===== src/rtl/mem_port_arbiter_if.sv =====
// mem_port_arbiter_if -- request/completion bus between two requesters
// (instruction fetch, data memory), the arbiter and one shared memory port.
//   Requester side : if_req, if_addr, dm_req, dm_we, dm_addr, dm_wdata
//   Completion side: if_done, dm_done, rdata, err, sel
//   Memory side    : mem_req, mem_we, mem_addr, mem_wdata, mem_ack, mem_rdata
// Modports: slave = arbiter view, master = requester/memory (environment) view.
interface mem_port_arbiter_if #(
    parameter int unsigned WIDTH = 32
);
    logic             if_req;
    logic [WIDTH-1:0] if_addr;
    logic             dm_req;
    logic             dm_we;
    logic [WIDTH-1:0] dm_addr;
    logic [WIDTH-1:0] dm_wdata;
    logic             if_done;
    logic             dm_done;
    logic [WIDTH-1:0] rdata;
    logic             err;
    logic             sel;
    logic             mem_req;
    logic             mem_we;
    logic [WIDTH-1:0] mem_addr;
    logic [WIDTH-1:0] mem_wdata;
    logic             mem_ack;
    logic [WIDTH-1:0] mem_rdata;

    modport slave (
        input  if_req, if_addr, dm_req, dm_we, dm_addr, dm_wdata, mem_ack, mem_rdata,
        output if_done, dm_done, rdata, err, sel, mem_req, mem_we, mem_addr, mem_wdata
    );

    modport master (
        output if_req, if_addr, dm_req, dm_we, dm_addr, dm_wdata, mem_ack, mem_rdata,
        input  if_done, dm_done, rdata, err, sel, mem_req, mem_we, mem_addr, mem_wdata
    );
endinterface


===== src/rtl/mem_port_arbiter.sv =====
// mem_port_arbiter -- arbitrates instruction-fetch and data-memory requests
// onto one shared memory port with an ack timeout.
// Ports: clk, rst_n (async, active-low), bus (mem_port_arbiter_if.slave).
// Parameters: WIDTH (bus width), TIMEOUT (max BUSY cycles awaiting mem_ack, 1-255).
// Build option: ARB_ROUND_ROBIN_EN selects round-robin arbitration on
// simultaneous requests; undefined gives fixed priority with data winning.
// All outputs are registered; the memory command is captured at grant time.
module mem_port_arbiter #(
    parameter int unsigned WIDTH   = 32,
    parameter int unsigned TIMEOUT = 15
) (
    input  logic               clk,
    input  logic               rst_n,
    mem_port_arbiter_if.slave  bus
);
    localparam int unsigned CNT_W = 8;

    typedef enum logic {IDLE, BUSY} state_t;

    state_t             state_q, state_d;
    logic               sel_q, sel_d;
    logic               mem_req_q, mem_req_d;
    logic               mem_we_q, mem_we_d;
    logic [WIDTH-1:0]   mem_addr_q, mem_addr_d;
    logic [WIDTH-1:0]   mem_wdata_q, mem_wdata_d;
    logic               if_done_q, if_done_d;
    logic               dm_done_q, dm_done_d;
    logic [WIDTH-1:0]   rdata_q, rdata_d;
    logic               err_q, err_d;
    logic [CNT_W-1:0]   cnt_q, cnt_d;
    logic               grant_dm_c;
`ifdef ARB_ROUND_ROBIN_EN
    logic               last_grant_q, last_grant_d;
`endif

    // Winner selection: on a tie, round-robin favours whoever was not granted last.
    always_comb begin
`ifdef ARB_ROUND_ROBIN_EN
        grant_dm_c = bus.dm_req && (!bus.if_req || !last_grant_q);
`else
        grant_dm_c = bus.dm_req;
`endif
    end

    // Next-state and output logic.
    always_comb begin
        state_d     = state_q;
        sel_d       = sel_q;
        mem_req_d   = mem_req_q;
        mem_we_d    = mem_we_q;
        mem_addr_d  = mem_addr_q;
        mem_wdata_d = mem_wdata_q;
        if_done_d   = 1'b0;
        dm_done_d   = 1'b0;
        rdata_d     = rdata_q;
        err_d       = err_q;
        cnt_d       = cnt_q;
`ifdef ARB_ROUND_ROBIN_EN
        last_grant_d = last_grant_q;
`endif
        unique case (state_q)
            IDLE: begin
                // A done cycle never grants: the finished requester still
                // shows req and must not be re-served, giving the idle gap.
                if ((bus.if_req || bus.dm_req) && !(if_done_q || dm_done_q)) begin
                    state_d     = BUSY;
                    sel_d       = grant_dm_c;
                    mem_req_d   = 1'b1;
                    mem_we_d    = grant_dm_c & bus.dm_we;
                    mem_addr_d  = grant_dm_c ? bus.dm_addr  : bus.if_addr;
                    mem_wdata_d = grant_dm_c ? bus.dm_wdata : '0;
                    cnt_d       = '0;
`ifdef ARB_ROUND_ROBIN_EN
                    last_grant_d = grant_dm_c;
`endif
                end
            end
            BUSY: begin
                // Ack wins over a timeout landing in the same cycle.
                if (bus.mem_ack || (cnt_q == CNT_W'(TIMEOUT - 1))) begin
                    state_d     = IDLE;
                    mem_req_d   = 1'b0;
                    mem_we_d    = 1'b0;
                    mem_addr_d  = '0;
                    mem_wdata_d = '0;
                    if_done_d   = ~sel_q;
                    dm_done_d   = sel_q;
                    rdata_d     = bus.mem_ack ? bus.mem_rdata : '0;
                    err_d       = ~bus.mem_ack;
                    cnt_d       = '0;
                end else begin
                    cnt_d = cnt_q + CNT_W'(1);
                end
            end
            default: state_d = IDLE;
        endcase
    end

    // State and output registers.
    always_ff @(posedge clk or negedge rst_n) begin
        if (!rst_n) begin
            state_q     <= IDLE;
            sel_q       <= 1'b0;
            mem_req_q   <= 1'b0;
            mem_we_q    <= 1'b0;
            mem_addr_q  <= '0;
            mem_wdata_q <= '0;
            if_done_q   <= 1'b0;
            dm_done_q   <= 1'b0;
            rdata_q     <= '0;
            err_q       <= 1'b0;
            cnt_q       <= '0;
`ifdef ARB_ROUND_ROBIN_EN
            last_grant_q <= 1'b0;
`endif
        end else begin
            state_q     <= state_d;
            sel_q       <= sel_d;
            mem_req_q   <= mem_req_d;
            mem_we_q    <= mem_we_d;
            mem_addr_q  <= mem_addr_d;
            mem_wdata_q <= mem_wdata_d;
            if_done_q   <= if_done_d;
            dm_done_q   <= dm_done_d;
            rdata_q     <= rdata_d;
            err_q       <= err_d;
            cnt_q       <= cnt_d;
`ifdef ARB_ROUND_ROBIN_EN
            last_grant_q <= last_grant_d;
`endif
        end
    end

    assign bus.sel       = sel_q;
    assign bus.mem_req   = mem_req_q;
    assign bus.mem_we    = mem_we_q;
    assign bus.mem_addr  = mem_addr_q;
    assign bus.mem_wdata = mem_wdata_q;
    assign bus.if_done   = if_done_q;
    assign bus.dm_done   = dm_done_q;
    assign bus.rdata     = rdata_q;
    assign bus.err       = err_q;
endmodule


===== src/flat_wrapper.sv =====
// flat-port wrapper written by rule: the top's interface ports become plain ports
module mem_port_arbiter_flat 
#(
    parameter int unsigned WIDTH   = 32,
    parameter int unsigned TIMEOUT = 15
)
  (clk, rst_n, bus_if_req, bus_if_addr, bus_dm_req, bus_dm_we, bus_dm_addr, bus_dm_wdata, bus_mem_ack, bus_mem_rdata, bus_if_done, bus_dm_done, bus_rdata, bus_err, bus_sel, bus_mem_req, bus_mem_we, bus_mem_addr, bus_mem_wdata);
  mem_port_arbiter_if #(.WIDTH(WIDTH)) bus_i ();
  input  logic clk;
  input  logic rst_n;
  input wire logic [$bits(bus_i.if_req)-1:0] bus_if_req;
  input wire logic [$bits(bus_i.if_addr)-1:0] bus_if_addr;
  input wire logic [$bits(bus_i.dm_req)-1:0] bus_dm_req;
  input wire logic [$bits(bus_i.dm_we)-1:0] bus_dm_we;
  input wire logic [$bits(bus_i.dm_addr)-1:0] bus_dm_addr;
  input wire logic [$bits(bus_i.dm_wdata)-1:0] bus_dm_wdata;
  input wire logic [$bits(bus_i.mem_ack)-1:0] bus_mem_ack;
  input wire logic [$bits(bus_i.mem_rdata)-1:0] bus_mem_rdata;
  output wire logic [$bits(bus_i.if_done)-1:0] bus_if_done;
  output wire logic [$bits(bus_i.dm_done)-1:0] bus_dm_done;
  output wire logic [$bits(bus_i.rdata)-1:0] bus_rdata;
  output wire logic [$bits(bus_i.err)-1:0] bus_err;
  output wire logic [$bits(bus_i.sel)-1:0] bus_sel;
  output wire logic [$bits(bus_i.mem_req)-1:0] bus_mem_req;
  output wire logic [$bits(bus_i.mem_we)-1:0] bus_mem_we;
  output wire logic [$bits(bus_i.mem_addr)-1:0] bus_mem_addr;
  output wire logic [$bits(bus_i.mem_wdata)-1:0] bus_mem_wdata;
  assign bus_i.if_req = bus_if_req;
  assign bus_i.if_addr = bus_if_addr;
  assign bus_i.dm_req = bus_dm_req;
  assign bus_i.dm_we = bus_dm_we;
  assign bus_i.dm_addr = bus_dm_addr;
  assign bus_i.dm_wdata = bus_dm_wdata;
  assign bus_i.mem_ack = bus_mem_ack;
  assign bus_i.mem_rdata = bus_mem_rdata;
  assign bus_if_done = bus_i.if_done;
  assign bus_dm_done = bus_i.dm_done;
  assign bus_rdata = bus_i.rdata;
  assign bus_err = bus_i.err;
  assign bus_sel = bus_i.sel;
  assign bus_mem_req = bus_i.mem_req;
  assign bus_mem_we = bus_i.mem_we;
  assign bus_mem_addr = bus_i.mem_addr;
  assign bus_mem_wdata = bus_i.mem_wdata;
  mem_port_arbiter #(.WIDTH(WIDTH), .TIMEOUT(TIMEOUT)) u_core (.clk(clk), .rst_n(rst_n), .bus(bus_i));
endmodule

===== config.mk =====
export PLATFORM = sky130hd
export DESIGN_NAME = mem_port_arbiter_flat
export DESIGN_NICKNAME = d
export VERILOG_FILES = /design/src/rtl/mem_port_arbiter_if.sv /design/src/rtl/mem_port_arbiter.sv /design/src/flat_wrapper.sv
export SDC_FILE = /design/constraint.sdc
export NUM_CORES = 1
export LEC_CHECK = 0
export CAP_MARGIN = 0
export CORE_MARGIN = 8
export CORE_UTILIZATION = 40
export DETAILED_ROUTE_END_ITERATION = 10
export PLACE_DENSITY = 0.81
export SYNTH_ARGS = -nofsm -noshare
export SYNTH_HDL_FRONTEND = slang
export SYNTH_SLANG_ARGS = --single-unit

===== constraint.sdc =====
create_clock -name clk -period 2.6 [get_ports clk]
set_input_delay 0.65 -clock clk [delete_from_list [all_inputs] [get_ports clk]]
set_output_delay 0.65 -clock clk [all_outputs]
set_load 0.03 [all_outputs]

# Yosys cells after proc, flatten, opt, wreduce, memory -nomap -nowiden

Index checks and enable logic that the tools add are counted.
Widths: inputs -> output; s select.

Add/subtract/negate cells: 1
Multipliers: 0
Div/mod/pow operators: 0
Order comparisons: 0
Equality and inequality tests: 3
Shifts and indexed selects: 0
Mux-type cells: 23
Bitwise logic cells: 4
Reductions and logical operators: 8

Operators by type and width:

| operator            | number |
|---|---|
| $mux 32             | 6 |
| $pmux 32 s2         | 2 |
| $mux 8              | 2 |
| $pmux 8 s2          | 1 |
| $mux 1              | 9 |
| $add 8x1->8 const B | 1 |
| $eq 8x4->1 const B  | 1 |
| $pmux 1 s2          | 3 |
| $reduce_and 2->1    | 3 |
| $logic_or 1x1->1    | 3 |
| $not 1->1           | 3 |
| $ne 2x1->1 const B  | 1 |
| $ne 2x2->1 const B  | 1 |
| $and 1x1->1         | 1 |
| $logic_and 1x1->1   | 1 |
| $logic_not 1->1     | 1 |

Register bits: 111
Bits in latches: 0
RAM bits: 0
ROM bits: 0
Input bits: 134
Output and inout port bits: 102
Logic and storage cells: 50
Memories: 0

# Logic depth before layout (Yosys ltp)

Depth in word-level cells: 5
Depth in mapped cells: 8
Mapped depth without buffers: 6

# Least setup slack after synthesis

No wires, ideal clock.

Path kind: input to register
Start point: input port bus_dm_req
End point: register u_core.mem_wdata_q[0] (netlist: u_core.bus.mem_wdata[0])
Arrival: 1.854 ns
Path slack: 0.625 ns
Stages: 7
Cells stage by stage: buf_2 or2_4 and3b_4 and2_1 buf_6 buf_6 a22o_1

Word-level cells in the longest chain between the ends: 4
Elaborated cells between the ends (all ways): 7

RTL lines:

| element                    | RTL line                | text |
|---|---|---|
| start, declared            | flat_wrapper.sv:13      | `input wire logic [$bits(bus_i.dm_req)-1:0] bus_dm_req;` |
| $logic_or 1x1->1           | mem_port_arbiter.sv:65  | `if ((bus.if_req \|\| bus.dm_req) && !(if_done_q \|\| dm_done_q)) begin` |
| $logic_and 1x1->1          | mem_port_arbiter.sv:65  |  |
| $ne 2x1->1 (no line)       | --                      |  |
| $reduce_and 2->1 (no line) | --                      |  |
| end signal, assigned       | mem_port_arbiter.sv:122 | `mem_wdata_q <= mem_wdata_d;` |
| end, declared              | mem_port_arbiter.sv:25  | `logic [WIDTH-1:0] mem_wdata_q, mem_wdata_d;` |

Parallel ways exist; a longest one is shown, timed or not. The select of a mux whose other input is x is not followed.
A chain may end at the register's enable or synchronous reset.

# Worst setup path in the final report

Start point: register u_core.cnt_q[0]
End point: register u_core.rdata_q[9] (netlist: u_core.bus.rdata[9])

Word-level cells in the longest chain between the ends: 3

RTL lines:

| element                    | RTL line                | text |
|---|---|---|
| start, declared            | mem_port_arbiter.sv:30  | `logic [CNT_W-1:0] cnt_q, cnt_d;` |
| start signal, assigned     | mem_port_arbiter.sv:127 | `cnt_q <= cnt_d;` |
| $eq 8x4->1                 | mem_port_arbiter.sv:80  | `if (bus.mem_ack \|\| (cnt_q == CNT_W'(TIMEOUT - 1))) begin` |
| $logic_or 1x1->1           | mem_port_arbiter.sv:80  |  |
| $reduce_and 2->1 (no line) | --                      |  |
| end signal, assigned       | mem_port_arbiter.sv:125 | `rdata_q <= rdata_d;` |
| end, declared              | mem_port_arbiter.sv:28  | `logic [WIDTH-1:0] rdata_q, rdata_d;` |

Every way passes these cells.

==> flow_summary.json <==
{
  "drt_first_iter_violations": 258,
  "synth_top_area_cell": "dfrtp_1",
  "hold_violations": 0,
  "wire_per_inst_um": 19.6,
  "cts_max_level": 3,
  "clkSlewWorstSetupHoldPaths_ns": 0.07,
  "vias_per_cell": 5.22,
  "ys_seq_elements": 111,
  "clkLatencyLatePin_ns": 0.34,
  "ctsHoldBuffers": 0,
  "dp.cells": 719,
  "crit_required_ns": 2.82,
  "setup_ws_ns": 0.419,
  "power_leakage_nw": 3.22,
  "clock.fmax_mhz": 459,
  "hold_path_class": "in -> async",
  "portBuffers": 235,
  "gp_congestion": 0.849,
  "drc": 0,
  "seq_area_frac_synth": 0.613,
  "first_pass_iters": 6,
  "clockBufferDepth": 2,
  "status": "complete, no violations",
  "slew_headroom": 0.499,
  "post_synth_inst_count": 362,
  "wirelength_um": 14400,
  "track_usage": 0.187,
  "ys_warn_count": 0,
  "synthTopCellsByArea": "dfrtp_1, a22o_1, mux2i_1",
  "dpl_worst_slack_ns": 0.312,
  "cts_buffers": 9,
  "post-route-period-util": 0.839,
  "vias": 3841,
  "pin_count": 236,
  "synth.distinct_cells": 35,
  "finalCriticalPeriod_ns": 2.18,
  "peakVddDrop_uv": 674,
  "initial_core_util": 0.403,
  "tns_ns": 0,
  "postCtsSetupBuffers": 0,
  "clock_sinks": 111,
  "layoutNonFillerInstCount": 736,
  "avgSynthCellArea_um2": 12.5,
  "grt_overflow": 0,
  "yosysMostFrequentCell": "dfrtp_1",
  "core_area_mm2": 0.0112,
  "maxSlewViolCount": 0,
  "cts_resized": 0,
  "root_buffer": "clkbuf_16",
  "ys.flop_type": "dfrtp_1",
  "worstSetupStartpointType": "register",
  "chipWidth_um": 122,
  "grt_pass1_vias": 4138,
  "max_slew.worst_pin.slew_ns": 0.744,
  "cap_violations": 0,
  "synth_top_area_frac": 0.613,
  "synth-edff-count": 0,
  "drive_gt1_frac": 0.0524,
  "worstPathMaxFanout": 34,
  "synth_common_cells": "dfrtp_1, a22o_1, nand2_1, mux2i_1, o22ai_1",
  "endpoint_kind": "register",
  "syn2layout_area_growth_pct": 60.8,
  "rows": 39,
  "rsz0062_at_grt": "no",
  "antenna_found_initial": 1,
  "grt_pass1_wl_um": 22100,
  "finalClockSkew_ns": 0.00666,
  "syn-cell-area_mm2": 0.00453,
  "p_per_area_mw_per_mm2": 1210,
  "synth_nets": 498,
  "dieHeight_um": 122,
  "ant_nets": 0,
  "hpwl_um": 11100,
  "crit_arrival_ns": 2.40,
  "layout.nets": 723,
  "tritoncts": "built",
  "die_area_mm2": 0.0150,
  "grt_max_degree": 67,
  "fillers": 878,
  "setup_viol": 0,
  "synthArstFlopShare": 1.00,
  "critical_path_class": "reg -> reg"
}
==> routing by layer <==
metal / wire (um) / global-route usage / share of wire / vias up
met2: 6980 / 0.317 / 0.48 / 179
met3: 1570 / 0.0695 / 0.11 / 13
met1: 5660 / 0.217 / 0.39 / 1858
li1: - / - / - / 1791
met4: 197 / 0.0571 / 0.014 / 0
met5: 0 / 0 / 0 / -
==> metrics by stage <==
stage	power [mW]	cell area [um^2]	utilization	hold WS [ns]
4_1_cts	8.86	7280	0.648	0.285
5_1_grt	9.24	7280	0.649	0.302
6_report	8.77	7280	0.649	0.279
2_1_floorplan	5.44	4530	-	0.354
3_5_place_dp	7.46	6980	0.622	0.484
3_3_place_gp	7.34	6980	0.622	0.471
==> worst paths after layout <==
| kind | startpoint | endpoint | slack (ns) | depth (start not counted) |
|---|---|---|---|---|
| min reg2reg | u_core.bus.sel | u_core.bus.if_done | 0.50 | 1 |
| min in group clk | u_core.bus.sel | u_core.bus.if_done | 0.50 | 1 |
| max in group asynchronous | rst_n | u_core.bus.mem_wdata[30] | 1.66 | 2 |
| max | u_core.cnt_q[0] | u_core.bus.rdata[9] | 0.42 | 6 |
| min | rst_n | u_core.bus.mem_wdata[11] | 0.28 | 1 |
| max reg2reg | u_core.cnt_q[0] | u_core.bus.rdata[9] | 0.42 | 6 |
==> final cells by class <==
class / instances / area [um^2] / area share
Clock buffer: 13 / 250 / 0.0344
Tap cell: 143 / 179 / 0.0246
Multi-Input combinational cell: 218 / 1580 / 0.217
Clock inverter: 3 / 42.5 / 0.00584
Sequential cell: 111 / 2780 / 0.382
Inverter: 3 / 11.3 / 0.00155
Timing Repair Buffer: 244 / 2440 / 0.335
Antenna cell: 1 / 2.50 / 0.000344
==> cell usage in the layout, fill, tap and decap left out, types with 2 or more instances in the layout <==
cell	count
nand3_1	5
dfrtp_1	111
nand2_1	36
buf_4	8
o22ai_1	32
mux2i_1	32
a21oi_1	6
buf_12	2
clkdlybuf4s50_1	233
and3_1	2
o21ai_0	5
a22o_1	65
nor2_1	6
and2_1	3
inv_1	3
clkbuf_16	9
ha_1	2
a31oi_1	2
or3_1	2
a21o_1	5
clkbuf_1	3
==> power by group <==
part           internal (mW)  switching [mW]
Clock                  0.774           0.588
Sequential              2.43           0.458
Combinational           1.96            2.56
==> worst max-delay path, cell delays in order, from the launching register on <==
cell and delay [ns]:
dfrtp_1 0.43, inv_1 0.08, ha_1 0.13, or3b_4 0.40
o21bai_4 0.21, nand2_2 0.41, a22o_1 0.39
==> state kept, by name, summed over array words and instances, names as in the netlist <==
name                  cells
u_core.bus.dm_done        1
u_core.bus.err            1
u_core.bus.if_done        1
u_core.bus.mem_addr      32
u_core.bus.mem_req        1
u_core.bus.mem_wdata     32
u_core.bus.mem_we         1
u_core.bus.rdata         32
u_core.bus.sel            1
u_core.cnt_q              8
u_core.state_q            1
==> kinds of logic (layout without fill, tap and decap cells) <==
logic type / after synthesis / in the layout / share of synthesized area
flip-flops: 111 / 111 / 0.613
buffers and inverters: 33 / 263 / 0.0379
AO/OA/AOI/OAI: 119 / 119 / 0.203
AND/OR/NAND/NOR: 65 / 65 / 0.0694
other: 0 / 1 / 0
adder cells (fa/ha/maj): 2 / 2 / 0.00553
multiplexers: 32 / 32 / 0.0707
Power figures use the tool's default switching activity.
